<file path="config.mk">
export PLATFORM = sky130hd
export DESIGN_NAME = mem_stage
export DESIGN_NICKNAME = d
export VERILOG_FILES = /design/src/rtl/mem_stage_pkg.sv /design/src/rtl/mem_align.sv /design/src/rtl/mem_stage.sv
export SDC_FILE = /design/constraint.sdc
export NUM_CORES = 1
export LEC_CHECK = 0
export CORE_MARGIN = 2
export CORE_UTILIZATION = 45
export CTS_CLUSTER_DIAMETER = 200
export DETAILED_ROUTE_END_ITERATION = 6
export PLACE_DENSITY = 0.76
export SKIP_LAST_GASP = 1
export SLEW_MARGIN = 20
export SYNTH_ARGS = -nofsm -noshare
export SYNTH_HDL_FRONTEND = slang
export SYNTH_HIERARCHICAL = 1
export SYNTH_SLANG_ARGS = --single-unit
</file>
<file path="constraint.sdc">
create_clock -name clk -period 2.6 [get_ports clk]
set_clock_uncertainty 0.05 [all_clocks]
set_input_delay 0.52 -clock clk [delete_from_list [all_inputs] [get_ports clk]]
set_output_delay 0.52 -clock clk [all_outputs]
set_load 0.1 [all_outputs]
</file>
<file path="src/rtl/mem_stage_pkg.sv">
// -----------------------------------------------------------------------------
// mem_stage_pkg
// Shared definitions for the MEM pipeline stage:
//   - REG_BUS      : register / data-bus width
//   - mem_op_e     : memory operation carried down from EX
//   - mem_state_e  : MEM stage FSM states
//   - LANE_*       : byte-enable patterns for a naturally aligned access at lane 0
//   - helper functions classifying an operation (load/store/misaligned)
// Optional feature macro used by the users of this package: MEM_MISALIGN_EXC_EN.
// -----------------------------------------------------------------------------
package mem_stage_pkg;

    localparam int REG_BUS = 32;

    typedef enum logic [3:0] {
        MEM_NONE = 4'd0,
        MEM_LB   = 4'd1,
        MEM_LH   = 4'd2,
        MEM_LW   = 4'd3,
        MEM_LBU  = 4'd4,
        MEM_LHU  = 4'd5,
        MEM_SB   = 4'd6,
        MEM_SH   = 4'd7,
        MEM_SW   = 4'd8
    } mem_op_e;

    typedef enum logic {
        MEM_IDLE   = 1'b0,
        MEM_ACCESS = 1'b1
    } mem_state_e;

    localparam logic [3:0] LANE_NONE = 4'b0000;
    localparam logic [3:0] LANE_BYTE = 4'b0001;
    localparam logic [3:0] LANE_HALF = 4'b0011;
    localparam logic [3:0] LANE_WORD = 4'b1111;

    function automatic logic op_is_load(input mem_op_e op);
        return (op == MEM_LB) || (op == MEM_LH) || (op == MEM_LW) ||
               (op == MEM_LBU) || (op == MEM_LHU);
    endfunction

    function automatic logic op_is_store(input mem_op_e op);
        return (op == MEM_SB) || (op == MEM_SH) || (op == MEM_SW);
    endfunction

    // Halfwords need addr[0]=0, words need addr[1:0]=0; bytes never misalign.
    function automatic logic op_misaligned(input mem_op_e op, input logic [1:0] addr_lo);
        logic half;
        logic word;
        half = (op == MEM_LH) || (op == MEM_LHU) || (op == MEM_SH);
        word = (op == MEM_LW) || (op == MEM_SW);
        return (half && addr_lo[0]) || (word && (addr_lo != 2'b00));
    endfunction

endpackage

</file>
<file path="src/rtl/mem_align.sv">
// -----------------------------------------------------------------------------
// mem_align
// Purely combinational lane steering for the MEM stage. The same block serves
// the request side (byte enables + store data replicated into lanes) and the
// response side (load extract + sign/zero extension).
// Address low bits are forced to natural alignment here (half: bit0=0,
// word: bits[1:0]=0), so a misaligned access degrades to the aligned one.
// Ports:
//   op          in   mem_op_e  operation
//   addr_lo     in   2         effective address [1:0]
//   store_data  in   32        rs2 value for stores
//   load_word   in   32        raw word returned by data memory
//   byte_en     out  4         write byte enables (0000 for non-stores)
//   lane_data   out  32        store data replicated into every lane
//   load_data   out  32        formatted load result
// -----------------------------------------------------------------------------
module mem_align
    import mem_stage_pkg::*;
(
    input  mem_op_e             op,
    input  logic [1:0]          addr_lo,
    input  logic [REG_BUS-1:0]  store_data,
    input  logic [REG_BUS-1:0]  load_word,
    output logic [3:0]          byte_en,
    output logic [REG_BUS-1:0]  lane_data,
    output logic [REG_BUS-1:0]  load_data
);

    logic [1:0]         lane;
    logic [REG_BUS-1:0] shifted;

    always_comb begin
        lane = addr_lo;
        case (op)
            MEM_LH, MEM_LHU, MEM_SH: lane = {addr_lo[1], 1'b0};
            MEM_LW, MEM_SW:          lane = 2'b00;
            default:                 lane = addr_lo;
        endcase
    end

    // Bring the addressed lane down to bit 0 before extending.
    assign shifted = load_word >> {lane, 3'b000};

    always_comb begin
        byte_en   = LANE_NONE;
        lane_data = store_data;
        load_data = '0;
        case (op)
            MEM_SB: begin
                byte_en   = LANE_BYTE << lane;
                lane_data = {4{store_data[7:0]}};
            end
            MEM_SH: begin
                byte_en   = LANE_HALF << lane;
                lane_data = {2{store_data[15:0]}};
            end
            MEM_SW:  byte_en = LANE_WORD;
            MEM_LB:  load_data = {{24{shifted[7]}}, shifted[7:0]};
            MEM_LBU: load_data = {24'b0, shifted[7:0]};
            MEM_LH:  load_data = {{16{shifted[15]}}, shifted[15:0]};
            MEM_LHU: load_data = {16'b0, shifted[15:0]};
            MEM_LW:  load_data = load_word;
            default: ;
        endcase
    end

endmodule

</file>
<file path="src/rtl/mem_stage.sv">
// -----------------------------------------------------------------------------
// mem_stage
// Memory-access stage of the 5-stage RV32 pipeline. Non-memory instructions
// pass straight to the MEM/WB register (latency 1). Loads and stores are sent
// to data memory over a req/ack handshake, the upstream pipeline is stalled
// while the access is outstanding, and the load result is lane-extracted and
// extended before being registered for write-back. An access with no ack for
// TIMEOUT_CYCLES cycles is aborted with a one-cycle bus_err_o pulse.
//
// Handshakes:
//   upstream: an instruction on valid_i is consumed on a rising edge where
//     stallreq_o is low; while stallreq_o is high the EX/MEM slot must hold.
//   memory: dm_req_o/dm_we_o/dm_addr_o/dm_wdata_o stay stable from the edge
//     req rises until the edge after dm_ack_i is seen; dm_rdata_i is sampled
//     only in the ack cycle. Ack in the first req cycle is legal.
//
// Optional feature macro: MEM_MISALIGN_EXC_EN
//   defined   - misaligned half/word ops issue no request; the op retires
//               with wb_wreg_o=0 and a one-cycle misalign_o pulse.
//   undefined - address low bits are masked to natural alignment.
//
// Ports:
//   clk, rst        clock, synchronous active-high reset
//   valid_i         EX/MEM slot live
//   memop_i         mem_op_e operation
//   alu_res_i       EX result / effective address
//   wdata_i         store data (rs2)
//   wd_i, wreg_i    destination register / write enable
//   dm_*            data-memory request/response
//   stallreq_o      freeze IF/ID/EX and EX/MEM
//   wb_*            registered MEM/WB outputs
//   bus_err_o       access timed out (pulse)
//   misalign_o      misaligned op (pulse, MEM_MISALIGN_EXC_EN only)
//   dbg_state       current FSM state
// -----------------------------------------------------------------------------
module mem_stage
    import mem_stage_pkg::*;
#(
    parameter int TIMEOUT_CYCLES = 16
) (
    input  logic                clk,
    input  logic                rst,
    input  logic                valid_i,
    input  logic [3:0]          memop_i,
    input  logic [REG_BUS-1:0]  alu_res_i,
    input  logic [REG_BUS-1:0]  wdata_i,
    input  logic [4:0]          wd_i,
    input  logic                wreg_i,
    output logic                dm_req_o,
    output logic [3:0]          dm_we_o,
    output logic [REG_BUS-1:0]  dm_addr_o,
    output logic [REG_BUS-1:0]  dm_wdata_o,
    input  logic [REG_BUS-1:0]  dm_rdata_i,
    input  logic                dm_ack_i,
    output logic                stallreq_o,
    output logic                wb_valid_o,
    output logic [REG_BUS-1:0]  wb_data_o,
    output logic [4:0]          wb_wd_o,
    output logic                wb_wreg_o,
    output logic                bus_err_o,
`ifdef MEM_MISALIGN_EXC_EN
    output logic                misalign_o,
`endif
    output mem_state_e          dbg_state
);

    localparam int CNT_W = $clog2(TIMEOUT_CYCLES + 1);
    localparam logic [CNT_W-1:0] CNT_LAST = CNT_W'(TIMEOUT_CYCLES - 1);

    mem_state_e          state, state_next;
    logic [CNT_W-1:0]    cnt;
    mem_op_e             op, op_r;
    logic [1:0]          lane_r;
    logic [4:0]          wd_r;
    logic                wreg_r;

    logic                bypass, start_access, finish, abort, timeout_hit;
`ifdef MEM_MISALIGN_EXC_EN
    logic                misalign_hit;
`endif

    logic [3:0]          req_we;
    logic [REG_BUS-1:0]  req_wdata, req_load_unused;
    logic [3:0]          rsp_we_unused;
    logic [REG_BUS-1:0]  rsp_wdata_unused, rsp_load;
    logic                unused_align;

    assign op        = mem_op_e'(memop_i);
    assign dbg_state = state;

    // Request side: lanes/enables from the incoming EX instruction.
    mem_align u_req_align (
        .op         (op),
        .addr_lo    (alu_res_i[1:0]),
        .store_data (wdata_i),
        .load_word  ('0),
        .byte_en    (req_we),
        .lane_data  (req_wdata),
        .load_data  (req_load_unused)
    );

    // Response side: format the returned word with the captured op/lane.
    mem_align u_rsp_align (
        .op         (op_r),
        .addr_lo    (lane_r),
        .store_data ('0),
        .load_word  (dm_rdata_i),
        .byte_en    (rsp_we_unused),
        .lane_data  (rsp_wdata_unused),
        .load_data  (rsp_load)
    );

    assign unused_align = ^{req_load_unused, rsp_we_unused, rsp_wdata_unused};

    // Counter holds the number of ACCESS cycles already spent; the cycle in
    // which it would reach TIMEOUT_CYCLES without an ack is the abort cycle.
    assign timeout_hit = (state == MEM_ACCESS) && !dm_ack_i && (cnt == CNT_LAST);

    always_comb begin
        state_next   = state;
        stallreq_o   = 1'b0;
        bypass       = 1'b0;
        start_access = 1'b0;
        finish       = 1'b0;
        abort        = 1'b0;
`ifdef MEM_MISALIGN_EXC_EN
        misalign_hit = 1'b0;
`endif
        case (state)
            MEM_IDLE: begin
                if (valid_i) begin
                    if (op == MEM_NONE) begin
                        bypass = 1'b1;
                    end
`ifdef MEM_MISALIGN_EXC_EN
                    else if (op_misaligned(op, alu_res_i[1:0])) begin
                        misalign_hit = 1'b1;
                    end
`endif
                    else begin
                        start_access = 1'b1;
                        stallreq_o   = 1'b1;
                        state_next   = MEM_ACCESS;
                    end
                end
            end
            MEM_ACCESS: begin
                if (dm_ack_i) begin
                    finish     = 1'b1;
                    state_next = MEM_IDLE;
                end else if (timeout_hit) begin
                    // Release the stall in the abort cycle so the held
                    // instruction retires instead of being re-issued.
                    abort      = 1'b1;
                    state_next = MEM_IDLE;
                end else begin
                    stallreq_o = 1'b1;
                end
            end
            default: state_next = MEM_IDLE;
        endcase
    end

    always_ff @(posedge clk) begin
        if (rst) begin
            state      <= MEM_IDLE;
            cnt        <= '0;
            op_r       <= MEM_NONE;
            lane_r     <= 2'b00;
            wd_r       <= '0;
            wreg_r     <= 1'b0;
            dm_req_o   <= 1'b0;
            dm_we_o    <= '0;
            dm_addr_o  <= '0;
            dm_wdata_o <= '0;
            wb_valid_o <= 1'b0;
            wb_data_o  <= '0;
            wb_wd_o    <= '0;
            wb_wreg_o  <= 1'b0;
            bus_err_o  <= 1'b0;
`ifdef MEM_MISALIGN_EXC_EN
            misalign_o <= 1'b0;
`endif
        end else begin
            state      <= state_next;
            bus_err_o  <= 1'b0;
            wb_valid_o <= 1'b0;
`ifdef MEM_MISALIGN_EXC_EN
            misalign_o <= 1'b0;
            if (misalign_hit) begin
                wb_valid_o <= 1'b1;
                wb_data_o  <= '0;
                wb_wd_o    <= wd_i;
                wb_wreg_o  <= 1'b0;
                misalign_o <= 1'b1;
            end
`endif
            if (bypass) begin
                wb_valid_o <= 1'b1;
                wb_data_o  <= alu_res_i;
                wb_wd_o    <= wd_i;
                wb_wreg_o  <= wreg_i;
            end
            if (start_access) begin
                dm_req_o   <= 1'b1;
                dm_we_o    <= req_we;
                dm_addr_o  <= {alu_res_i[REG_BUS-1:2], 2'b00};
                dm_wdata_o <= req_wdata;
                op_r       <= op;
                lane_r     <= alu_res_i[1:0];
                wd_r       <= wd_i;
                wreg_r     <= wreg_i;
                cnt        <= '0;
            end
            if (state == MEM_ACCESS) begin
                cnt <= cnt + 1'b1;
            end
            if (finish) begin
                dm_req_o   <= 1'b0;
                dm_we_o    <= '0;
                wb_valid_o <= 1'b1;
                wb_wd_o    <= wd_r;
                wb_wreg_o  <= op_is_load(op_r) ? wreg_r : 1'b0;
                wb_data_o  <= op_is_load(op_r) ? rsp_load : '0;
            end
            if (abort) begin
                dm_req_o   <= 1'b0;
                dm_we_o    <= '0;
                wb_valid_o <= 1'b1;
                wb_wd_o    <= wd_r;
                wb_wreg_o  <= 1'b0;
                wb_data_o  <= '0;
                bus_err_o  <= 1'b1;
            end
        end
    end

endmodule

</file>
==> metrics <==
final worst slack=~0.10 ns; static leakage=3.56 nW; TNS Setup=0 ns; commonest non-fill, non-tap cell in the layout=buf_4; slowest cell on the critical path=clkdlybuf4s50_1; outcome=complete, no violations; vias per cell=6.10; final net count=1114; arrival time worst endpoint=1.93 ns; I/O Buffers=around 220; critical path's largest stage delay=0.54 ns; post-route ant nets=0; post-DP HPWL=16100 µm; Post-CTS Setup Inserts=0; H-tree depth=4; drt wl/cell=19.5 µm; min Tclk post-route=approximately 2.5 ns; dpl cell area=0.00868 mm²; pre-CTS setup slack=0.0391 ns; Skew-Pair Late Insertion Delay=0.41 ns; f_max=400 MHz; Yosys warning count=6; commonest non-fill, non-tap cells in the layout=buf_4 (140), nand3_1 (125), o21ai_0 (124), dfxtp_1 (123), clkdlybuf4s50_1 (108); crit end category=output port; Post-Synthesis Cells=843; Syn-to-layout area delta=37.0%; CP startpoint kind=input pin; core area=0.0145 mm²; CP required=2.03 ns; crit path max fanout=6; vias in the first global route=6673; max-slew violations=0; critical-path cell list=clkdlybuf4s50_1 > nor4_4 > o32ai_4 > buf_12; max_cap viols=0; Die Height=126 µm; Clock Pin Slew Worst Setup and Hold Paths=0.05 ns; gr ovfl total=0; # diodes=0; row count=44; fin area=just over 0.009 mm²; global-route wire length before repair=36300 µm; Via Count=7310; drt first pass iters=6; Final Hold Viols=0; initial antenna violation count=0; layout cells sized above 1=21.0%; pwr dens=645 mW/mm²; Slew Limit Headroom=about a third; Starting Density=~46%; gpl congestion=0.900; RSZ-0062 raised after global routing=false; Mapped Area=between 0.006 and 0.007 mm²; Syn Area/Cell=7.96 µm²; worst-margin pin slew=0.992 ns; crit path kind=input pin to output port; CTS tree=built; VDD IR-drop max=about 420 µV; Tcrit/Tclk final=96.2%; drt drc=0; CTS root buffer=clkbuf_16; CTS buffer count=17; clk buf depth=2; WHS=0.424 ns; Worst path top cell family by delay=buffers and inverters; largest net degree at the start of global routing=115; die area=0.0159 mm²; Total GRT Usage=approximately 28%; Setup violations, final=0; Initial DRC Count=roughly 600; CTS sink cnt=125; Ports=~220; Routed Wire Length=23400 µm; worst hold path class=flip-flop to flip-flop; Die Wd=126 µm; Buf+Inv Stages, Crit Path=2
metal layers:
metal | wire, µm | track usage [%]
met1 | 9760 | 37.9
met2 | 10800 | 43.3
met3 | 2320 | 8.62
met4 | 456 | 9.50
met5 | 0 | 0
state kept, by name (all words and copies together) (netlist names):
name,count
dm_req_o,1
dm_addr_o,30
wb_data_o,32
dbg_state,1
cnt,5
wb_wd_o,5
lane_r,2
dm_we_o,4
wd_r,5
op_r,4
wreg_r,1
dm_wdata_o,32
bus_err_o,1
wb_valid_o,1
wb_wreg_o,1
layout make-up:
class | count | area (µm²)
clock buffers | 22 | 454
multi-input cells | 593 | 3630
well taps | 184 | 230
repair buffers | 257 | 2300
fillers | 1300 | 5340
clock inverters | 9 | 47.5
inverters | 8 | 30.0
flip-flops and latches | 125 | 2500
tightest hold or removal path, cell delays in order, from the launching register on:
cell	delay [ns]
dfxtp_1	0.30
o21ai_0	0.06
a21oi_1	0.06
where the power goes:
| part | switching, mW | internal, mW |
|---|---|---|
| clock | 0.836 | 1.22 |
| combinational | 1.26 | 0.507 |
| sequential | 0.0759 | 2.03 |
| total | 2.17 | 3.76 |
stage by stage:
step	util (%)	power (mW)	instances
5_1_grt	63.3	6.13	1198
3_3_place_gp	59.7	3.89	1167
4_1_cts	63.2	5.94	1198
6_report	63.3	5.93	1198
3_5_place_dp	59.7	3.90	1167
2_1_floorplan	-	3.37	844
worst paths after layout:
check                              startpoint                          end  slack (ns)  cells after the start
hold / removal    dm_wdata_o[25]$_SDFFE_PP0P_  dm_wdata_o[25]$_SDFFE_PP0P_        0.42                      2
hold reg to reg   dm_wdata_o[25]$_SDFFE_PP0P_  dm_wdata_o[25]$_SDFFE_PP0P_        0.42                      2
setup / recovery                   memop_i[3]                   stallreq_o         0.1                      4
setup reg to reg         op_r[2]$_SDFFE_PP0P_   wb_data_o[19]$_SDFFE_PP0P_        0.15                      8
timing repair:
action	CTS	global route
gates resized for setup	0	2
setup endpoints to repair	0	2
hold buffers	0	0
Note: power is estimated with default switching activity, not from simulation.
